[config.mk]
export PLATFORM = sky130hd
export DESIGN_NAME = config_chain_loader_flat
export DESIGN_NICKNAME = d
export VERILOG_FILES = /design/src/rtl/config_chain_loader_if.sv /design/src/rtl/config_chain_loader.sv /design/src/flat_wrapper.sv
export SDC_FILE = /design/constraint.sdc
export NUM_CORES = 1
export LEC_CHECK = 0
export ABC_AREA = 1
export CORE_ASPECT_RATIO = 1.75
export CORE_MARGIN = 5
export CORE_UTILIZATION = 45
export CTS_BUF_LIST = sky130_fd_sc_hd__clkbuf_2 sky130_fd_sc_hd__clkbuf_4 sky130_fd_sc_hd__clkbuf_8
export CTS_CLUSTER_DIAMETER = 60
export DETAILED_ROUTE_END_ITERATION = 7
export GPL_TIMING_DRIVEN = 1
export MAX_ROUTING_LAYER = met4
export PLACE_DENSITY_LB_ADDON = 0.1
export SETUP_SLACK_MARGIN = 0.3
export SKIP_LAST_GASP = 1
export SLEW_MARGIN = 25
export SYNTH_ARGS = -nofsm -noshare
export SYNTH_HDL_FRONTEND = slang
export SYNTH_SLANG_ARGS = --single-unit
[constraint.sdc]
create_clock -name i_config_clk -period 4.5 [get_ports i_config_clk]
set_input_delay 0.45 -clock i_config_clk [delete_from_list [all_inputs] [get_ports i_config_clk]]
set_output_delay 0.45 -clock i_config_clk [all_outputs]
set_load 0.005 [all_outputs]
[src/rtl/config_chain_loader_if.sv]
// Host/chain-side bundle for the configuration chain loader.
// Readback signals exist only when CFG_READBACK_EN is defined.
interface config_chain_loader_if #(
    parameter int WORD_W = 32
);
    logic              start;
    logic [WORD_W-1:0] word_data;
    logic              word_valid;
    logic              word_ready;
    logic              cfg_bit;
    logic              cfg_shift_en;
    logic              cfg_return;
    logic              busy;
    logic              done;
`ifdef CFG_READBACK_EN
    logic [WORD_W-1:0] rb_data;
    logic              rb_valid;

    modport master (
        output start, word_data, word_valid, cfg_return,
        input  word_ready, cfg_bit, cfg_shift_en, busy, done, rb_data, rb_valid
    );
    modport slave (
        input  start, word_data, word_valid, cfg_return,
        output word_ready, cfg_bit, cfg_shift_en, busy, done, rb_data, rb_valid
    );
`else
    modport master (
        output start, word_data, word_valid, cfg_return,
        input  word_ready, cfg_bit, cfg_shift_en, busy, done
    );
    modport slave (
        input  start, word_data, word_valid, cfg_return,
        output word_ready, cfg_bit, cfg_shift_en, busy, done
    );
`endif
endinterface

[src/rtl/config_chain_loader.sv]
// Serialises host words LSB-first into the config scan chain: exactly CHAIN_LEN shifts, then a done pulse.
// Latency: start->first shift 2 cycles; stalls (shift_en low) when no word is buffered. Readback: CFG_READBACK_EN.
module config_chain_loader #(
    parameter int WORD_W    = 32,
    parameter int CHAIN_LEN = 64,
    parameter int CNT_W     = $clog2(CHAIN_LEN + 1)
) (
    input  logic                  i_config_clk,
    input  logic                  i_config_reset,
    config_chain_loader_if.slave  bus
);
    localparam int SB_W = $clog2(WORD_W + 1);

    typedef enum logic [1:0] {S_IDLE, S_LOAD, S_DONE} state_t;

    state_t            r_state;
    state_t            w_state_nxt;
    logic [WORD_W-1:0] r_sr;
    logic [SB_W-1:0]   r_sr_bits;
    logic              r_sr_valid;
    logic [CNT_W-1:0]  r_bits_left;

    logic              w_shift;
    logic              w_last_of_word;
    logic              w_final;
    logic              w_accept;
    logic              w_word_ready;
    logic              w_busy;
    logic              w_done;
    logic              w_start_load;
    logic [CNT_W-1:0]  w_bits_left_after;
    logic [SB_W-1:0]   w_sr_bits_load;

    assign w_shift           = (r_state == S_LOAD) && r_sr_valid;
    assign w_last_of_word    = w_shift && (r_sr_bits == SB_W'(1));
    assign w_final           = w_shift && (r_bits_left == CNT_W'(1));
    assign w_start_load      = (r_state == S_IDLE) && bus.start;
    assign w_bits_left_after = r_bits_left - CNT_W'(w_shift);
    // Final word keeps only the bits still owed to the chain; its upper bits never shift out.
    assign w_sr_bits_load    = (32'(w_bits_left_after) >= 32'(WORD_W)) ? SB_W'(WORD_W)
                                                                       : SB_W'(w_bits_left_after);
    assign w_accept          = bus.word_valid && w_word_ready;

    always_ff @(posedge i_config_clk or negedge i_config_reset) begin
        if (!i_config_reset) begin
            r_state <= S_IDLE;
        end else begin
            r_state <= w_state_nxt;
        end
    end

    always_comb begin
        w_state_nxt  = r_state;
        w_word_ready = 1'b0;
        w_busy       = 1'b0;
        w_done       = 1'b0;
        case (r_state)
            S_IDLE: begin
                if (bus.start) begin
                    w_state_nxt = S_LOAD;
                end
            end
            S_LOAD: begin
                w_busy       = 1'b1;
                w_word_ready = (!r_sr_valid || w_last_of_word) && (w_bits_left_after != '0);
                if (w_final) begin
                    w_state_nxt = S_DONE;
                end
            end
            S_DONE: begin
                w_busy      = 1'b1;
                w_done      = 1'b1;
                w_state_nxt = S_IDLE;
            end
            default: begin
                w_state_nxt = S_IDLE;
            end
        endcase
    end

    always_ff @(posedge i_config_clk or negedge i_config_reset) begin
        if (!i_config_reset) begin
            r_sr        <= '0;
            r_sr_bits   <= '0;
            r_sr_valid  <= 1'b0;
            r_bits_left <= '0;
        end else if (w_start_load) begin
            r_bits_left <= CNT_W'(CHAIN_LEN);
            r_sr_valid  <= 1'b0;
        end else begin
            if (w_shift) begin
                r_bits_left <= r_bits_left - CNT_W'(1);
            end
            // A new word lands in the same cycle the previous word's last bit leaves: no bubble.
            if (w_accept) begin
                r_sr       <= bus.word_data;
                r_sr_bits  <= w_sr_bits_load;
                r_sr_valid <= 1'b1;
            end else if (w_shift) begin
                r_sr      <= r_sr >> 1;
                r_sr_bits <= r_sr_bits - SB_W'(1);
                if (w_last_of_word) begin
                    r_sr_valid <= 1'b0;
                end
            end
        end
    end

    assign bus.cfg_shift_en = w_shift;
    assign bus.cfg_bit      = r_sr[0];
    assign bus.word_ready   = w_word_ready;
    assign bus.busy         = w_busy;
    assign bus.done         = w_done;

`ifdef CFG_READBACK_EN
    logic [WORD_W-1:0] r_rb;
    logic [WORD_W-1:0] r_rb_data;
    logic [SB_W-1:0]   r_rb_cnt;
    logic              r_rb_valid;
    logic [WORD_W-1:0] w_rb_next;

    assign w_rb_next = {bus.cfg_return, r_rb[WORD_W-1:1]};

    always_ff @(posedge i_config_clk or negedge i_config_reset) begin
        if (!i_config_reset) begin
            r_rb       <= '0;
            r_rb_data  <= '0;
            r_rb_cnt   <= '0;
            r_rb_valid <= 1'b0;
        end else begin
            r_rb_valid <= 1'b0;
            if (w_start_load) begin
                r_rb     <= '0;
                r_rb_cnt <= '0;
            end else if (w_shift) begin
                r_rb <= w_rb_next;
                if (r_rb_cnt == SB_W'(WORD_W - 1)) begin
                    r_rb_data  <= w_rb_next;
                    r_rb_valid <= 1'b1;
                    r_rb_cnt   <= '0;
                end else if (w_final) begin
                    // Partial tail group sits in the top bits; move it down to bit 0.
                    r_rb_data  <= w_rb_next >> (SB_W'(WORD_W - 1) - r_rb_cnt);
                    r_rb_valid <= 1'b1;
                    r_rb_cnt   <= '0;
                end else begin
                    r_rb_cnt <= r_rb_cnt + SB_W'(1);
                end
            end
        end
    end

    assign bus.rb_data  = r_rb_data;
    assign bus.rb_valid = r_rb_valid;
`else
    logic w_unused_return;
    assign w_unused_return = bus.cfg_return;
`endif
endmodule

[src/flat_wrapper.sv]
// flat-port wrapper written by rule: the top's interface ports become plain ports
module config_chain_loader_flat 
#(
    parameter int WORD_W    = 32,
    parameter int CHAIN_LEN = 64,
    parameter int CNT_W     = $clog2(CHAIN_LEN + 1)
)
  (i_config_clk, i_config_reset, bus_start, bus_word_data, bus_word_valid, bus_cfg_return, bus_word_ready, bus_cfg_bit, bus_cfg_shift_en, bus_busy, bus_done);
  config_chain_loader_if #(.WORD_W(WORD_W)) bus_i ();
  input  logic i_config_clk;
  input  logic i_config_reset;
  input wire logic [$bits(bus_i.start)-1:0] bus_start;
  input wire logic [$bits(bus_i.word_data)-1:0] bus_word_data;
  input wire logic [$bits(bus_i.word_valid)-1:0] bus_word_valid;
  input wire logic [$bits(bus_i.cfg_return)-1:0] bus_cfg_return;
  output wire logic [$bits(bus_i.word_ready)-1:0] bus_word_ready;
  output wire logic [$bits(bus_i.cfg_bit)-1:0] bus_cfg_bit;
  output wire logic [$bits(bus_i.cfg_shift_en)-1:0] bus_cfg_shift_en;
  output wire logic [$bits(bus_i.busy)-1:0] bus_busy;
  output wire logic [$bits(bus_i.done)-1:0] bus_done;
  assign bus_i.start = bus_start;
  assign bus_i.word_data = bus_word_data;
  assign bus_i.word_valid = bus_word_valid;
  assign bus_i.cfg_return = bus_cfg_return;
  assign bus_word_ready = bus_i.word_ready;
  assign bus_cfg_bit = bus_i.cfg_bit;
  assign bus_cfg_shift_en = bus_i.cfg_shift_en;
  assign bus_busy = bus_i.busy;
  assign bus_done = bus_i.done;
  config_chain_loader #(.WORD_W(WORD_W), .CHAIN_LEN(CHAIN_LEN), .CNT_W(CNT_W)) u_core (.i_config_clk(i_config_clk), .i_config_reset(i_config_reset), .bus(bus_i));
endmodule
==> results.json <==
{
  "std_cell_rows": 39,
  "htreeDepth": 2,
  "synth_edf_count": 0,
  "outcome": "complete, no violations",
  "power.density_nw_per_um2": 624,
  "synth_top_family_by_area": "simple AND/OR/NAND/NOR gates",
  "finalInstanceArea_sq_um": 3450,
  "grt_start_max_net_pins": 49,
  "synth_fp_nets": 464,
  "period_needed_ns": 3.83,
  "worst_pin_slew_ns": 0.940,
  "layout.area.seq_sq_um": 1200,
  "finalCritPeriodShare_pct": 85.1,
  "worstPathMaxFanout": 13,
  "cts_resized": 0,
  "fillers": 660,
  "ir_drop_mv": 0.222,
  "drc_errors": 0,
  "sequentialPowerShare_pct": 35.9,
  "cp.arrival_ns": 3.38,
  "synthFlopType": "dfrtp_1",
  "first_global_vias": 2545,
  "drv_slew": 0,
  "fin_total_pwr_uw": 2150,
  "ys_types": 27,
  "dieArea_sq_um": 8320,
  "syn_inst": 416,
  "cp-start-kind": "flop",
  "comb_power_share_pct": 51.3,
  "synth_compound_area_share_pct": 4.08,
  "synth_top_cell_area_share_pct": 40.8,
  "via_per_inst": 5.13,
  "muxShareOfSynthArea_pct": 0,
  "rsz0062_at_grt": "no",
  "start_util_pct": 45.7,
  "reg2regPathDepth": 16,
  "finalHoldViolations": 0,
  "ys_seq_area_share_pct": 40.8,
  "fin_setup_tns_ns": 0,
  "p_sw_share_pct": 44.6,
  "holdCritPathClass": "in -> async",
  "num_io_pins": 42,
  "first_pass_iters": 5,
  "holdBufCountCts": 0,
  "drt_iter0_drc": 135,
  "finalSetupViolCount": 0,
  "grtUsageTotal_pct": 17.8,
  "clk_pin_slew_ns": 0.08,
  "cts_setup_buffers": 0,
  "multiInputGateArea_sq_um": 1530,
  "area_delta_synth_final_pct": 17.2,
  "clkSinkCount": 48,
  "grt_pass1_wl_um": 11600,
  "synth_area_sq_um": 2940,
  "synth_commonest_cells": "nand2_1 (216), dfrtp_1 (48), nand4_1 (44)",
  "slew_headroom_pct": 37.2,
  "cap_viol_max_count": 0,
  "cts_buffers": 5,
  "p_sw_uw": 960,
  "cp_slowest_cell": "clkdlybuf4s50_1",
  "gp_congestion": 0.825,
  "dieWidth_um": 71.1,
  "post_drt_wl_per_cell_um": 12.8,
  "timing.rr.end": "u_core.r_sr[5]$_DFFE_PN0P_",
  "dp_hpwl_um": 4580,
  "yosysWarnings": 0,
  "diodes": 0,
  "finalNetCount": 494,
  "synth_fa_ha_area_share_pct": 4.67,
  "p_int_uw": 1190,
  "p_leak_uw": 0.00183,
  "synthMostInstantiatedCell": "nand2_1",
  "yosysTopAreaCell": "dfrtp_1",
  "die_h_um": 117,
  "crit_chain": "inv_1 > ha_1 > nand2_2 > inv_2 > ha_1 > ha_1 > inv_1 > nand2_1 > nand2_1 > nor2_1 > nand3_1 > nor2_1 > nand2_1 > and2_1 > clkdlybuf4s50_1",
  "clock_path_buffers": 2,
  "vias": 2707,
  "cts_tree": "done",
  "synth-simple-area-share_pct": 41.9,
  "antenna_found_initial": 0,
  "r2r-start": "u_core.r_state[1]$_DFFE_PN0P_",
  "async_flop_share_pct": 100,
  "fin_skew_ns": 0.00476,
  "fmax_ghz": 0.261,
  "place_area_sq_um": 3350,
  "crit_path_end_kind": "output port",
  "cp.required_ns": 4.05,
  "cpPeakStageDelay_ns": 0.45,
  "cts_root_buf": "clkbuf_8",
  "avgSynthCellArea_sq_um": 7.08,
  "port_buffers": 40,
  "final_layout_size_suffix_gt1_share_pct": 4.71,
  "pwr-share-clk_pct": 12.9,
  "ant_nets": 0,
  "criticalPathCategory": "reg -> out",
  "core_sq_um": 6440,
  "synthXorXnorAreaFrac_pct": 1.19,
  "synthTopCellsByArea": "dfrtp_1 (41%), nand2_1 (28%), nand4_1 (9.3%)",
  "rrSetupSlack_ns": 0.94,
  "ys_ff_latch": 48,
  "gr-total-overflow": 0,
  "wl_um": 6770,
  "insertion_delay_ns": 0.30
}
final cells by class:
type	count	share of cell area, %
clock buffers	7	2.79
flip-flops and latches	48	34.8
well taps	82	2.97
multi-input cells	325	44.5
inverters	20	2.18
repair buffers	46	12.8
cell families (layout without fill, tap and decap cells):
kind of cell | count (synthesis) | in the layout
and+or+nand+nor | 291 | 291
DFF | 48 | 48
buffers and inverters | 43 | 73
AOI/OAI and AO/OA | 19 | 19
adders and majority gates | 11 | 11
xor gates and xnor gates | 4 | 4
stage by stage:
stage | hold WS, ns | instances | util, % | setup slack [ns]
after floorplan | 0.154 | 416 | - | 1.89
after global placement | 0.462 | 521 | 52.1 | 0.974
after detailed placement | 0.465 | 521 | 52.1 | 0.919
after CTS | 0.271 | 528 | 53.6 | 0.631
after global routing | 0.295 | 528 | 53.6 | 0.301
final | 0.237 | 528 | 53.6 | 0.670
how the worst max path moves through the flow:
stage | start | slack, ns | end | cells past startpoint
after global routing | u_core.r_state[1]$_DFFE_PN0P_ | 0.30 | bus_word_ready | 15
after floorplan | u_core.r_state[1]$_DFFE_PN0P_ | 1.89 | bus_word_ready | 15
final | u_core.r_state[1]$_DFFE_PN0P_ | 0.67 | bus_word_ready | 15
after global placement | u_core.r_state[1]$_DFFE_PN0P_ | 0.97 | u_core.r_sr[6]$_DFFE_PN0P_ | 16
after CTS | u_core.r_state[1]$_DFFE_PN0P_ | 0.63 | bus_word_ready | 15
after detailed placement | u_core.r_state[1]$_DFFE_PN0P_ | 0.92 | u_core.r_sr_bits[2]$_DFFE_PN0P_ | 16
cells in the final DEF (no fill, tap or decap):
cell type	instances
nand2_1	216
nor2_4	1
nor2_1	18
xor2_1	2
clkbuf_8	7
dfrtp_1	48
nand4_1	44
clkdlybuf4s50_1	39
o21a_1	2
nand3_1	7
nor3_1	1
a21boi_4	1
a21oi_1	8
inv_1	19
xnor2_1	2
a21oi_4	1
buf_2	1
inv_2	1
ha_1	11
and2_1	1
o21ai_0	6
nand3_2	1
buf_4	6
nand2_2	1
a211oi_1	1
nor2_2	1
state kept, by name (all words and copies together), names as in the netlist:
signal / cells
u_core.r_bits_left: 7
u_core.r_sr: 32
u_core.r_sr_bits: 6
u_core.r_state: 2
u_core.r_sr_valid: 1
critical path, delay by kind of cell (launching register included):
kind,cells,cell delay (ns)
simple gates,8,1.07
buf+inv,4,0.80
fa+ha+maj,3,0.83
flops,1,0.39
power by group through the flow:
stage | clock [uW] | combinational [uW] | sequential [uW]
after floorplan | 0 | 879 | 741
after global placement | 0 | 1100 | 773
after detailed placement | 0 | 1120 | 778
after CTS | 287 | 1120 | 772
after global routing | 306 | 1270 | 802
final | 277 | 1100 | 771
metal layers:
layer / GRT usage (%) / part of all wire (%) / up-vias / routed length (um)
met2: 31.3 / 52 / 47 / 3550
met1: 20.3 / 42 / 1255 / 2870
met3: 2.82 / 3.1 / 13 / 211
met5: - / 0 / - / 0
li1: - / - / 1392 / -
met4: 6.27 / 2.1 / 0 / 140
Power figures use the tool's default switching activity.
